### src/rtl/alarm_ring_if.sv
// Alarm controller signal bundle: time/alarm digits and buttons in, buzzer/LED/state out.
// The master side is the time counter and button logic; the slave side is the controller.
interface alarm_ring_if;
    logic        tick_1hz;
    logic [15:0] time_digits;
    logic [7:0]  sec_digits;
    logic [15:0] alarm_digits;
    logic        alarm_armed;
    logic        adjusting;
    logic        stop_btn;
    logic        snooze_btn;
    logic        ringing;
    logic        alarm_led;
    logic        snoozing;
    logic [1:0]  state;

    // Inputs are level/pulse signals sampled every clk; there is no valid/ready
    // handshake. Buttons and tick are single-cycle pulses, the rest are levels.
    modport master (
        output tick_1hz, time_digits, sec_digits, alarm_digits,
        output alarm_armed, adjusting, stop_btn, snooze_btn,
        input  ringing, alarm_led, snoozing, state
    );

    modport slave (
        input  tick_1hz, time_digits, sec_digits, alarm_digits,
        input  alarm_armed, adjusting, stop_btn, snooze_btn,
        output ringing, alarm_led, snoozing, state
    );
endinterface

### src/rtl/alarm_ring_ctrl.sv
// Alarm ring/snooze/stop controller: triggers on the rising edge of an HH:MM:00 match,
// drives buzzer enable and a 0.5 Hz blinking LED, and counts snooze/timeout on 1 Hz ticks.
module alarm_ring_ctrl #(
    parameter int SNOOZE_MIN     = 5,
    parameter int RING_TIMEOUT_S = 60
) (
    input  logic        clk,
    input  logic        rst,
    alarm_ring_if.slave bus
);
    localparam int SNOOZE_TICKS = SNOOZE_MIN * 60;
    localparam int SC_W         = $clog2(SNOOZE_TICKS + 1);

    typedef enum logic [1:0] {
        S_IDLE    = 2'b00,
        S_RINGING = 2'b01,
        S_SNOOZE  = 2'b10
    } state_t;

    state_t          r_state;
    logic            r_match_d;
    logic [7:0]      r_ring_cnt;
    logic [SC_W-1:0] r_snooze_cnt;
    logic            r_led_phase;
    logic            r_ringing;
    logic            r_alarm_led;
    logic            r_snoozing;

    logic w_match;
    logic w_match_rise;

    assign w_match = bus.alarm_armed & ~bus.adjusting &
                     (bus.time_digits == bus.alarm_digits) &
                     (bus.sec_digits == 8'h00);
    // Edge detect keeps a stop during second 00 from re-triggering immediately.
    assign w_match_rise = w_match & ~r_match_d;

    always_ff @(posedge clk or posedge rst) begin
        if (rst) begin
            r_state      <= S_IDLE;
            r_match_d    <= 1'b0;
            r_ring_cnt   <= '0;
            r_snooze_cnt <= '0;
            r_led_phase  <= 1'b0;
            r_ringing    <= 1'b0;
            r_alarm_led  <= 1'b0;
            r_snoozing   <= 1'b0;
        end else begin
            r_match_d <= w_match;
            case (r_state)
                S_IDLE: begin
                    if (w_match_rise) begin
                        r_state     <= S_RINGING;
                        r_ring_cnt  <= '0;
                        r_led_phase <= 1'b1;
                        r_ringing   <= 1'b1;
                        r_alarm_led <= 1'b1;
                        r_snoozing  <= 1'b0;
                    end
                end
                S_RINGING: begin
                    if (!bus.alarm_armed || bus.stop_btn) begin
                        r_state     <= S_IDLE;
                        r_ringing   <= 1'b0;
                        r_alarm_led <= 1'b0;
                        r_snoozing  <= 1'b0;
                    end else if (bus.snooze_btn) begin
                        r_state      <= S_SNOOZE;
                        r_snooze_cnt <= SC_W'(SNOOZE_TICKS);
                        r_ringing    <= 1'b0;
                        r_alarm_led  <= 1'b0;
                        r_snoozing   <= 1'b1;
                    end else if (bus.tick_1hz) begin
                        if (r_ring_cnt == 8'(RING_TIMEOUT_S - 1)) begin
                            r_state     <= S_IDLE;
                            r_ringing   <= 1'b0;
                            r_alarm_led <= 1'b0;
                            r_snoozing  <= 1'b0;
                        end else begin
                            r_ring_cnt  <= r_ring_cnt + 8'd1;
                            r_led_phase <= ~r_led_phase;
                            r_alarm_led <= ~r_led_phase;
                        end
                    end
                end
                S_SNOOZE: begin
                    if (!bus.alarm_armed || bus.stop_btn) begin
                        r_state     <= S_IDLE;
                        r_ringing   <= 1'b0;
                        r_alarm_led <= 1'b0;
                        r_snoozing  <= 1'b0;
                    end else if (bus.tick_1hz) begin
                        // Count loaded with the full snooze length expires on its last tick.
                        if (r_snooze_cnt == SC_W'(1)) begin
                            r_state     <= S_RINGING;
                            r_ring_cnt  <= '0;
                            r_led_phase <= 1'b1;
                            r_ringing   <= 1'b1;
                            r_alarm_led <= 1'b1;
                            r_snoozing  <= 1'b0;
                        end else begin
                            r_snooze_cnt <= r_snooze_cnt - SC_W'(1);
                        end
                    end
                end
                default: begin
                    r_state     <= S_IDLE;
                    r_ringing   <= 1'b0;
                    r_alarm_led <= 1'b0;
                    r_snoozing  <= 1'b0;
                end
            endcase
        end
    end

    assign bus.state     = r_state;
    assign bus.ringing   = r_ringing;
    assign bus.alarm_led = r_alarm_led;
    assign bus.snoozing  = r_snoozing;
endmodule
### src/flat_wrapper.sv
// flat-port wrapper written by rule: the top's interface ports become plain ports
module alarm_ring_ctrl_flat 
#(
    parameter int SNOOZE_MIN     = 5,
    parameter int RING_TIMEOUT_S = 60
)
  (clk, rst, bus_tick_1hz, bus_time_digits, bus_sec_digits, bus_alarm_digits, bus_alarm_armed, bus_adjusting, bus_stop_btn, bus_snooze_btn, bus_ringing, bus_alarm_led, bus_snoozing, bus_state);
  alarm_ring_if bus_i ();
  input  logic clk;
  input  logic rst;
  input wire logic [$bits(bus_i.tick_1hz)-1:0] bus_tick_1hz;
  input wire logic [$bits(bus_i.time_digits)-1:0] bus_time_digits;
  input wire logic [$bits(bus_i.sec_digits)-1:0] bus_sec_digits;
  input wire logic [$bits(bus_i.alarm_digits)-1:0] bus_alarm_digits;
  input wire logic [$bits(bus_i.alarm_armed)-1:0] bus_alarm_armed;
  input wire logic [$bits(bus_i.adjusting)-1:0] bus_adjusting;
  input wire logic [$bits(bus_i.stop_btn)-1:0] bus_stop_btn;
  input wire logic [$bits(bus_i.snooze_btn)-1:0] bus_snooze_btn;
  output wire logic [$bits(bus_i.ringing)-1:0] bus_ringing;
  output wire logic [$bits(bus_i.alarm_led)-1:0] bus_alarm_led;
  output wire logic [$bits(bus_i.snoozing)-1:0] bus_snoozing;
  output wire logic [$bits(bus_i.state)-1:0] bus_state;
  assign bus_i.tick_1hz = bus_tick_1hz;
  assign bus_i.time_digits = bus_time_digits;
  assign bus_i.sec_digits = bus_sec_digits;
  assign bus_i.alarm_digits = bus_alarm_digits;
  assign bus_i.alarm_armed = bus_alarm_armed;
  assign bus_i.adjusting = bus_adjusting;
  assign bus_i.stop_btn = bus_stop_btn;
  assign bus_i.snooze_btn = bus_snooze_btn;
  assign bus_ringing = bus_i.ringing;
  assign bus_alarm_led = bus_i.alarm_led;
  assign bus_snoozing = bus_i.snoozing;
  assign bus_state = bus_i.state;
  alarm_ring_ctrl #(.SNOOZE_MIN(SNOOZE_MIN), .RING_TIMEOUT_S(RING_TIMEOUT_S)) u_core (.clk(clk), .rst(rst), .bus(bus_i));
endmodule
### config.mk
export PLATFORM = sky130hd
export DESIGN_NAME = alarm_ring_ctrl_flat
export DESIGN_NICKNAME = d
export VERILOG_FILES = /design/src/rtl/alarm_ring_if.sv /design/src/rtl/alarm_ring_ctrl.sv /design/src/flat_wrapper.sv
export SDC_FILE = /design/constraint.sdc
export NUM_CORES = 1
export LEC_CHECK = 0
export ABC_AREA = 1
export BUFFER_PORTS_ARGS = -buffer_cell sky130_fd_sc_hd__buf_4
export CAP_MARGIN = 25
export CORE_UTILIZATION = 52
export DETAILED_ROUTE_END_ITERATION = 7
export PLACE_DENSITY = 0.8
export SYNTH_ARGS = -nofsm -noshare
export SYNTH_HDL_FRONTEND = slang
export SYNTH_SLANG_ARGS = --single-unit
### constraint.sdc
create_clock -name clk -period 2 [get_ports clk]
set_input_delay 0.3 -clock clk [delete_from_list [all_inputs] [get_ports clk]]
set_output_delay 0.3 -clock clk [all_outputs]
set_load 0.05 [all_outputs]
=== Word level (Yosys, flattened, before mapping) ===
Index checks and enable logic that the tools add are counted.

* Order comparisons: 0
* Multiplexer cells: 51
* Shift operators: 0
* Equal/unequal tests: 19
* Reductions and logical operators: 10
* Div/mod/pow operators: 0
* Add/subtract/negate cells: 2
* Bitwise logic cells: 7
* Multipliers: 0

{| class="wikitable"
|+ Operators with widths
! kind !! number
|-
| 8-bit two-way mux || 8
|-
| 9-bit two-way mux || 5
|-
| 8-bit one-hot mux with 3 select lines || 1
|-
| 1-bit two-way mux || 23
|-
| 9-bit one-hot mux with 2 select lines || 1
|-
| 16-bit equality test || 1
|-
| 2-bit two-way mux || 8
|-
| 2-bit != test (second input constant) || 8
|-
| 1-bit one-hot mux with 3 select lines || 4
|-
| 9-bit by 1-bit equality test with 1-bit output (second input constant) || 1
|-
| 9-bit AND reduction || 1
|-
| 9-bit by 1-bit subtractor with 9-bit output (second input constant) || 1
|-
| 8-bit by 1-bit adder with 8-bit output (second input constant) || 1
|-
| 8-bit by 6-bit equality test with 1-bit output (second input constant) || 1
|-
| 8-bit zero test || 1
|-
| 2-bit one-hot mux with 3 select lines || 1
|-
| 6-bit AND reduction || 1
|-
| 5-bit AND reduction || 1
|-
| 1-bit bitwise AND || 4
|-
| 2-bit by 1-bit != test with 1-bit output (second input constant) || 2
|-
| 4-bit by 2-bit != test with 1-bit output (second input constant) || 1
|-
| 4-bit by 3-bit != test with 1-bit output (second input constant) || 1
|-
| 4-bit AND reduction || 1
|-
| 3-bit by 1-bit != test with 1-bit output (second input constant) || 1
|-
| other kinds (9) || 11
|}

* Bits in latches: 0
* Register bits: 24
* Memory bits (writable): 0
* Output and inout port bits: 5
* Bits in read-only memories: 0
* Input port bits: 47
* Logic and storage cells: 97
* Memories kept: 0

=== Longest topological paths before layout ===
* Depth in word-level cells: 7
* Mapped depth: 11
* Gate-level depth less buffers: 11

=== Worst setup path after synthesis ===
OpenSTA, ideal clock, no wires.

* Path type: register -> register
* Start point: register u_core.r_state[1], in the netlist u_core.bus.state[1]
* End point: register u_core.r_snoozing, in the netlist u_core.bus.snoozing
* Period minus slack after synthesis: 1.627 ns
* Arrival: 1.502 ns
* Setup time: 0.125 ns
* Path buffers: 0
* Required time: 1.875 ns
* Stages on the path, launching flop included: 12
* Slack: 0.373 ns
* Cell sequence: dfrtp_1 inv_2 nand2_2 inv_2 nand2_1 nor2_1 nand2_1 nand2_1 nor2_1 nand2_1 nand2_1 nand2_1

* Cells in the longest elaborated chain, start to end: 3
* Elaborated cells on any way between the ends: 10
* Those cells by class: eq/ne: 7; mux: 1; reduce/logical: 2

{| class="wikitable"
|+ RTL lines
! item !! line !! source
|-
| start: declaration || alarm_ring_ctrl.sv:20 || <nowiki>state_t r_state;</nowiki>
|-
| start signal: assignment || alarm_ring_ctrl.sv:40 || <nowiki>r_state <= S_IDLE;</nowiki>
|-
| start signal: assignment || alarm_ring_ctrl.sv:53 || <nowiki>r_state <= S_RINGING;</nowiki>
|-
| start signal: assignment || alarm_ring_ctrl.sv:63 || <nowiki>r_state <= S_IDLE;</nowiki>
|-
| 2-bit by 1-bit equality test with 1-bit output (tied with other cells) || alarm_ring_ctrl.sv:50 || <nowiki>case (r_state)</nowiki>
|-
| 4-bit by 2-bit != test with 1-bit output (no source line) (tied with other cells) || - ||
|-
| 5-bit AND reduction (no source line) || - ||
|-
| end signal: assignment || alarm_ring_ctrl.sv:47 || <nowiki>r_snoozing <= 1'b0;</nowiki>
|-
| end signal: assignment || alarm_ring_ctrl.sv:58 || <nowiki>r_snoozing <= 1'b0;</nowiki>
|-
| end signal: assignment || alarm_ring_ctrl.sv:66 || <nowiki>r_snoozing <= 1'b0;</nowiki>
|-
| end: declaration || alarm_ring_ctrl.sv:27 || <nowiki>logic r_snoozing;</nowiki>
|}

Several ways; a longest one is shown, not always the timed one.
A chain may end at the register's enable or synchronous reset.

=== Final worst setup path ===
* Start point: register u_core.r_snooze_cnt[1]
* End point: register u_core.r_ring_cnt[4]

* Cells in the longest elaborated chain, start to end: 3

{| class="wikitable"
|+ RTL lines
! item !! line !! source
|-
| start: declaration || alarm_ring_ctrl.sv:23 || <nowiki>logic [SC_W-1:0] r_snooze_cnt;</nowiki>
|-
| start signal: assignment || alarm_ring_ctrl.sv:69 || <nowiki>r_snooze_cnt <= SC_W'(SNOOZE_TICKS);</nowiki>
|-
| start signal: assignment || alarm_ring_ctrl.sv:102 || <nowiki>r_snooze_cnt <= r_snooze_cnt - SC_W'(1);</nowiki>
|-
| 9-bit by 1-bit equality test with 1-bit output || alarm_ring_ctrl.sv:94 || <nowiki>if (r_snooze_cnt == SC_W'(1)) begin</nowiki>
|-
| 2-bit by 1-bit != test with 1-bit output (no source line) || - ||
|-
| 9-bit AND reduction (no source line) || - ||
|-
| end signal: assignment || alarm_ring_ctrl.sv:80 || <nowiki>r_ring_cnt <= r_ring_cnt + 8'd1;</nowiki>
|-
| end: declaration || alarm_ring_ctrl.sv:22 || <nowiki>logic [7:0] r_ring_cnt;</nowiki>
|}

No other way between the ends.

==> run_results.csv <==
group,metric,value,unit
outcome,status,"complete, but fails checks",
outcome,violations,"negative hold slack",
global_routing,grt-ovfl-total,0,
sta,fin_crit,1.79,ns
clock_network,ctsHoldBuffers,0,
cells_and_area,diodes,0,
routing,wirelength,4370,µm
setup_path,r2r_cells,11,
setup_path,reg2reg_from,"u_core.r_snooze_cnt[1]",
placement,dp.final_hpwl,3580,µm
job,maxCapViolCount,0,
setup_path,startpoint_type,"flop",
die,core_area,3390,µm²
global_routing,antenna_found_initial,0,
yosys,syn_nets,346,
clock_network,clock_latency,0.33,ns
placement,gp_congestion,0.840,
routing,route.detailed.drc,0,
sta,fmaxAchievable,0.559,GHz
setup_path,critPathMaxFanout,10,
sta,tns,0,ns
setup_path,path_class,"reg2reg",
cells_and_area,regArea,601,µm²
placement,port_buffers,51,
clock_network,postCtsSetupBuffers,0,
yosys,synth_top_area_cell,"dfrtp_1",
cells_and_area,multi_input_area,1050,µm²
die,die_x,61.9,µm
global_routing,grt_pass1_vias,1808,
sta,maxSlewHeadroom,78.7,%
clock_network,cts_max_level,1,
routing,vias,1950,
yosys,synth_area_leaders,"dfrtp_1, nand2_1, inv_1",
sta,whs,-0.00616,ns
clock_network,path_clk_slew,0.14,ns
routing,ant_nets,0,
setup_path,r2r_end,"u_core.r_ring_cnt[4]",
die,rows,21,
power,powerDensity,863,nW/µm²
global_routing,track_usage,25.0,%
yosys,synth_area_per_cell,6.31,µm²
cells_and_area,fillers,291,
clock_network,cts_tree,"built",
sta,finalHoldViolCount,24,
sta,skew,0.00215,ns
die,start_util,55.1,%
sta,worst_pin_slew,0.318,ns
yosys,seq_area_frac_synth,32.2,%
die,die_h,61.9,µm
global_routing,grt_pass1_wl,7130,µm
cells_and_area,final_common_cell,"nand2_1",
yosys,ys_ff_latch,24,
yosys,synthCells,296,
routing,routedWlPerCell,11.0,µm
routing,vias_per_cell,4.90,
sta,finalSetupViolCount,0,
routing,first_iter_violations,106,
power,irDropWorstVdd,0.550,mV
power,p_leak,1.38,nW
sta,period_share,89.4,%
min_path,hold_class,"in2async",
routing,dr.pass1.iters,4,
clock_network,clk_path_buf_depth,2,
cells_and_area,area_delta_synth_final,26.6,%
setup_path,cp-end-kind,"flop",
die,boundaryPins,52,
cells_and_area,final_layout_size_suffix_gt1_share,20.5,%
clock_network,cts.sinks,24,
yosys,ys_warn_count,0,
yosys,synthesis.area,1870,µm²
sta,final_max_slew_viol_count,0,
cells_and_area,layout_common_cells,"nand2_1, buf_4, inv_1",
setup_path,r2r_slack,0.21,ns
sta,grt_setup_unrepaired,"false",
clock_network,cts_resized,0,
cells_and_area,nNetsFinal,403,
yosys,synth_top_area_share,32.2,%
clock_network,cts_root_buffer,"clkbuf_4",
setup_path,required,2.24,ns
clock_network,cts_buffers,3,
global_routing,grt_start_max_net_pins,25,
setup_path,arrival,2.03,ns
yosys,ys_types,28,
die,dieArea,3830,µm²
layer usage:
layer	track usage [%]	up-vias	wire, µm
met2	43.0	45	2050
met4	6.35	0	50
li1	-	1028	-
met5	0	-	0
met1	32.6	872	2080
met3	4.35	5	193
critical path: stages, from the launching register on:
cell     delay [ns]
dfrtp_1        0.40
inv_1          0.10
ha_1           0.15
inv_1          0.05
nor3_2         0.13
nand3_1        0.14
nand2_1        0.11
nand2_2        0.06
a21oi_4        0.28
nand2_4        0.14
nand2_1        0.09
nand2_1        0.06
registers in the layout, summed over array words and instances, names as in the netlist:
| name | cells |
|---|---|
| u_core.r_led_phase | 1 |
| u_core.r_snooze_cnt | 9 |
| u_core.bus.state | 2 |
| u_core.bus.snoozing | 1 |
| u_core.bus.alarm_led | 1 |
| u_core.r_match_d | 1 |
| u_core.bus.ringing | 1 |
| u_core.r_ring_cnt | 8 |
final cells by class:
| class | count | area share [%] |
|---|---|---|
| Tap cell | 46 | 2.44 |
| Multi-Input combinational cell | 216 | 44.4 |
| Sequential cell | 24 | 25.4 |
| Inverter | 55 | 8.73 |
| Clock buffer | 3 | 0.953 |
| Timing Repair Buffer | 53 | 16.8 |
| Clock inverter | 1 | 1.27 |
cell families after synthesis:
kind of cell / share of synthesized area, %
AND/OR/NAND/NOR: 44.5
XOR/XNOR: 4.69
flip-flops: 32.2
AO/OA/AOI/OAI: 4.96
buffers and inverters: 11.7
adder cells (fa/ha/maj): 2.01
power breakdown:
group	internal, mW	switching [mW]	total, mW
clock	0.203	0.161	0.364
sequential	0.616	0.113	0.729
combinational	0.339	0.608	0.947
total	1.16	0.882	2.04
how the worst max path moves through the flow:
| stage | startpoint | to | slack, ns | cells past startpoint |
|---|---|---|---|---|
| finish | u_core.r_snooze_cnt[1] | u_core.r_ring_cnt[4] | 0.21 | 11 |
| floorplan | u_core.bus.state[1] | u_core.bus.snoozing | 0.37 | 11 |
| global route | u_core.r_snooze_cnt[1] | u_core.r_ring_cnt[4] | 0.04 | 11 |
| detailed placement | u_core.r_snooze_cnt[1] | u_core.r_ring_cnt[4] | 0.24 | 11 |
| CTS | u_core.r_snooze_cnt[1] | u_core.r_ring_cnt[4] | 0.21 | 11 |
| global placement | u_core.r_snooze_cnt[1] | u_core.r_ring_cnt[2] | 0.33 | 11 |
cells in the mapped netlist (all sizes together):
cell	number
buf	1
nor3	3
inv	55
nand3	30
ha	3
o2111ai	1
nand4	10
xor2	6
nor3b	2
nand2	97
nand3b	2
dfrtp	24
o21ai	10
nor2	42
xnor2	4
a21oi	3
a21o	1
nor4	1
and2	1
through the flow:
| stage | setup WS, ns | cells | total power, mW | utilization, % | instance area (µm²) |
|---|---|---|---|---|---|
| floorplan | 0.373 | 296 | 1.40 | - | 1870 |
| global placement | 0.333 | 394 | 1.66 | 68.2 | 2310 |
| detailed placement | 0.243 | 394 | 1.68 | 68.2 | 2310 |
| CTS | 0.210 | 398 | 2.04 | 69.7 | 2360 |
| global route | 0.0446 | 398 | 2.20 | 69.7 | 2360 |
| finish | 0.212 | 398 | 2.04 | 69.7 | 2360 |
No activity file was read; power rests on OpenSTA's default activity.
